**src/rtl/cpu_cycle_sequencer.sv**
```systemverilog
// cpu_cycle_sequencer: multi-cycle fetch/decode/exec/mem/writeback control for the 16-bit CPU,
// sharing one memory port between instruction fetch and LW/SW, with a bus-timeout watchdog.
module cpu_cycle_sequencer #(
    parameter int TIMEOUT = 15,
    parameter int CNT_W   = 16
) (
    input  logic             clk,
    input  logic             rst_n,
    input  logic             start,
    input  logic             halt_req,
    input  logic             dec_reg_we,
    input  logic             dec_mem_rd,
    input  logic             dec_mem_we,
    input  logic             mem_ready,
    output logic             mem_req,
    output logic             mem_wr,
    output logic             mem_addr_sel,
    output logic             ir_we,
    output logic             rf_we,
    output logic             pc_en,
    output logic             busy,
    output logic             bus_error,
    output logic [2:0]       state_o,
    output logic [CNT_W-1:0] retired_cnt
);
    typedef enum logic [2:0] {
        IDLE   = 3'd0,
        FETCH  = 3'd1,
        DECODE = 3'd2,
        EXEC   = 3'd3,
        MEM    = 3'd4,
        WB     = 3'd5,
        ERROR  = 3'd6,
        BAD    = 3'd7
    } state_t;

    localparam logic [7:0] WAIT_LAST = 8'(TIMEOUT - 1);

    state_t           state_q, state_d;
    logic [7:0]       wait_q, wait_d;
    logic [CNT_W-1:0] cnt_q, cnt_d;
    logic             bus_error_q, bus_error_d;
    logic             mem_req_q, mem_req_d;
    logic             mem_wr_q, mem_wr_d;
    logic             addr_sel_q, addr_sel_d;
    logic             rf_we_q, rf_we_d;
    logic             pc_en_q, pc_en_d;
    logic             busy_q, busy_d;

    always_comb begin
        state_d     = state_q;
        wait_d      = wait_q;
        cnt_d       = cnt_q;
        bus_error_d = bus_error_q;
        case (state_q)
            IDLE: begin
                state_d = start ? FETCH : IDLE;
                wait_d  = '0;
            end
            FETCH, MEM: begin
                // a ready arriving on the last permitted wait cycle still completes the request
                if (mem_ready)
                    state_d = (state_q == FETCH) ? DECODE : WB;
                else if (wait_q == WAIT_LAST)
                    state_d = ERROR;
                else
                    wait_d = wait_q + 8'd1;
            end
            DECODE: begin
                state_d = (dec_mem_rd || dec_mem_we) ? MEM : EXEC;
                wait_d  = '0;
            end
            EXEC: state_d = WB;
            WB: begin
                state_d = halt_req ? IDLE : FETCH;
                wait_d  = '0;
                cnt_d   = cnt_q + 1'b1;
            end
            ERROR: begin
                state_d     = start ? FETCH : ERROR;
                wait_d      = '0;
                bus_error_d = ~start;
            end
            default: state_d = IDLE;
        endcase
        bus_error_d = bus_error_d || (state_d == ERROR);
        // outputs are registered from the next state so they change cleanly with state_q
        mem_req_d  = (state_d == FETCH) || (state_d == MEM);
        addr_sel_d = state_d == MEM;
        mem_wr_d   = (state_d == MEM) && dec_mem_we;
        rf_we_d    = (state_d == WB) && dec_reg_we && !dec_mem_we;
        pc_en_d    = state_d == WB;
        busy_d     = (state_d != IDLE) && (state_d != ERROR) && (state_d != BAD);
    end

    always_ff @(posedge clk or negedge rst_n) begin
        if (!rst_n) begin
            state_q     <= IDLE;
            wait_q      <= '0;
            cnt_q       <= '0;
            bus_error_q <= 1'b0;
            mem_req_q   <= 1'b0;
            mem_wr_q    <= 1'b0;
            addr_sel_q  <= 1'b0;
            rf_we_q     <= 1'b0;
            pc_en_q     <= 1'b0;
            busy_q      <= 1'b0;
        end else begin
            state_q     <= state_d;
            wait_q      <= wait_d;
            cnt_q       <= cnt_d;
            bus_error_q <= bus_error_d;
            mem_req_q   <= mem_req_d;
            mem_wr_q    <= mem_wr_d;
            addr_sel_q  <= addr_sel_d;
            rf_we_q     <= rf_we_d;
            pc_en_q     <= pc_en_d;
            busy_q      <= busy_d;
        end
    end

    assign ir_we        = (state_q == FETCH) && mem_ready;
    assign mem_req      = mem_req_q;
    assign mem_wr       = mem_wr_q;
    assign mem_addr_sel = addr_sel_q;
    assign rf_we        = rf_we_q;
    assign pc_en        = pc_en_q;
    assign busy         = busy_q;
    assign bus_error    = bus_error_q;
    assign state_o      = state_q;
    assign retired_cnt  = cnt_q;
endmodule
```
**config.mk**
```make
export PLATFORM = sky130hd
export DESIGN_NAME = cpu_cycle_sequencer
export DESIGN_NICKNAME = d
export VERILOG_FILES = /design/src/rtl/cpu_cycle_sequencer.sv
export SDC_FILE = /design/constraint.sdc
export NUM_CORES = 1
export LEC_CHECK = 0
export ABC_CLOCK_PERIOD_IN_PS = 4110
export BUFFER_PORTS_ARGS = -buffer_cell sky130_fd_sc_hd__buf_4
export CORE_MARGIN = 1.5
export CORE_UTILIZATION = 55
export CTS_CLUSTER_DIAMETER = 200
export DETAILED_ROUTE_END_ITERATION = 8
export PLACE_DENSITY = 0.77
export SKIP_CTS_REPAIR_TIMING = 1
export SYNTH_ARGS = -nofsm -noshare
export SYNTH_HDL_FRONTEND = slang
export SYNTH_SLANG_ARGS = --single-unit
```
**constraint.sdc**
```tcl
create_clock -name clk -period 4.11 [get_ports clk]
set_clock_uncertainty 0.15 [all_clocks]
set_input_delay 1.233 -clock clk [delete_from_list [all_inputs] [get_ports clk]]
set_output_delay 1.233 -clock clk [all_outputs]
set_load 0.02 [all_outputs]
```
==> impl_metrics.toml <==
[status]
run_status = "complete, no violations"

[sta]
tightest_slew_ps = 505
finalMaxSlewViolations = 0
fin_setup_tns_ps = 0
setup_viol = 0
hold_viol = 0
fin_crit_sh_pct = 76.8
relSlewSlack_pct = 66.4
clock.fmax_mhz = 317
period_minus_slack_ps = 3160
rsz0062_at_grt = "false"
hold_ws_ps = 327

[drt]
drc = 0
routedWlPerCell_um = 14.5
routed_wl_um = 3340
vias = 1321
drtAntennaViolNets = 0
vias_per_cell = 5.72
dr.pass1.iters = 4
drt_iter0_markers = 40

[finish]
synthToLayoutAreaGrowth_pct = 20.6
layout_common_cells = "34 x dfrtp_1, 34 x buf_4, 19 x nand2_1, 12 x nor2_1, 9 x xnor2_1"
nets = 209
n_antenna_cell = 0
layout-drive-gt1-share_pct = 26.8

[cts]
clock_sinks = 34
path_clk_slew_ps = 90
cts_tree = "yes"
cts_max_path_buffers = 2
numCtsBuffers = 5
cts_root_buf = "clkbuf_4"
h-tree-depth = 2
clk_latency_ps = 330

[logic_synthesis]
yosysTopAreaCell = "dfrtp_1"
synthCells = 161
synth_seq_cells = 34
yosysWarnings = 0
ys_seq_area_share_pct = 49.8
netlist_area_um2 = 1710
synth_area_leaders = "dfrtp_1 50%, xnor2_1 4.6%, nand2_1 4.2%"
synth_top_area_share_pct = 49.8
syn-mean-instance-area_um2 = 10.6
synth-edff-count = 0
syn-num-nets = 172
synth_cell_types = 45
async_reset_ff_share_pct = 100
synthFlopType = "dfrtp_1"

[placed_design]
dp_hpwl_um = 2440
portBuffers = 34
gp_congestion = 0.843

[worst_setup_path]
rrSetupSlack_ps = 2000
worst-path-max-fanout = 6
path_class = "in2out"
r2r_start = "wait_q[0]$_DFFE_PN0P_"
cp_common_cell = "buf_4"
cp_slowest_stage_delay_ps = 230
arrival_ps = 1780
startpoint_type = "primary input"
crit_path_cell_trace = "buf_4 > nor4b_1 > buf_4"
end_kind = "primary output"
required_ps = 2730
crit_path_start = "mem_ready"
crit_path_top_delay_cell = "nor4b_1"

[power_and_ir_drop]
cellLeakagePower_nw = 0.987
ir_drop_mv = 0.421
power.density_nw_per_um2 = 627

[floorplanning]
initial_utilization_pct = 56.9
rows = 20
core_area_um2 = 3000
die_area_um2 = 3450
die_x_um = 58.7
die_h_um = 58.7
io_pins = 35

[min_path]
hold_class = "reg2reg"
hold_start = "retired_cnt[15]$_DFFE_PN0N_"

[grt]
grt_pass1_wl_um = 5800
grt_overflow_total = 0
grt_start_max_net_pins = 35
grt_antenna_before_repair = 0
first_global_vias = 1276
grt_usage_pct = 22.5

[run]
cap_violations = 0
==> per-stage QoR <==
step | instance area (um^2) | worst slack (ps) | power [W] | util [%] | std cells
2_1_floorplan | 1710 | 780 | 0.000878 | - | 161
3_3_place_gp | 1980 | 961 | 0.00103 | 65.9 | 224
3_5_place_dp | 1980 | 954 | 0.00105 | 65.9 | 224
4_1_cts | 2060 | 938 | 0.00130 | 68.6 | 231
5_1_grt | 2060 | 886 | 0.00138 | 68.6 | 231
6_report | 2060 | 952 | 0.00129 | 68.6 | 231
==> report_power, final <==
| group | internal (W) | switching (W) | total [W] |
|---|---|---|---|
| registers | 0.000405 | 0.000101 | 0.000506 |
| clock network | 0.000142 | 0.000106 | 0.000248 |
| logic | 0.000236 | 0.000303 | 0.000539 |
| total | 0.000782 | 0.000510 | 0.00129 |
==> final cells by class <==
type	instances	area, um^2
fillers	249	942
flip-flops and latches	34	851
multi-input cells	117	810
repair buffers	34	255
clock buffers	6	51.3
well taps	33	41.3
clock inverters	1	30.0
inverters	6	22.5
==> cell usage after synthesis, drive strengths merged, types with 4 or more instances <==
| cell | count |
|---|---|
| a21oi | 7 |
| and3 | 5 |
| buf | 4 |
| dfrtp | 34 |
| inv | 6 |
| nand2 | 19 |
| nand3 | 5 |
| nand4 | 4 |
| nor2 | 12 |
| nor3 | 4 |
| o21ai | 8 |
| xnor2 | 9 |
| xor2 | 8 |
==> sequential cells by signal, summed over array words and instances (netlist names) <==
register      count
rf_we             1
mem_addr_sel      1
bus_error         1
mem_req           1
retired_cnt      16
mem_wr            1
wait_q            8
busy              1
pc_en             1
state_o           3
==> cell families (layout without fill, tap and decap cells) <==
logic type	Yosys count	count (layout)	synth area share, %
AOI/OAI and AO/OA	30	30	14.3
and+or+nand+nor	65	65	20.9
adders and majority gates	3	3	2.20
buffers and inverters	10	47	2.85
DFF	34	34	49.8
xor gates and xnor gates	17	17	8.71
muxes	2	2	1.24
==> final timing paths <==
check | to | cells past startpoint
max | ir_we | 3
min | retired_cnt[15]$_DFFE_PN0N_ | 1
max reg2reg | rf_we$_DFF_PN0_ | 7
min reg2reg | retired_cnt[15]$_DFFE_PN0N_ | 1
max in group asynchronous | retired_cnt[3]$_DFFE_PN0N_ | 1
min in group asynchronous | retired_cnt[2]$_DFFE_PN0N_ | 1
==> critical path: cells and delay by family <==
kind          cells  cell delay (ps)
simple gates      1              230
buf+inv           2              310
==> routing by layer <==
| layer | part of all wire [%] | up-vias | track usage (%) |
|---|---|---|---|
| met5 | 0 | - | 0 |
| met4 | 0.57 | 0 | 8.44 |
| met1 | 44 | 641 | 28.1 |
| met2 | 51 | 42 | 37.3 |
| met3 | 4.6 | 4 | 6.15 |
| li1 | - | 634 | - |
No activity file was read; power rests on OpenSTA's default activity.
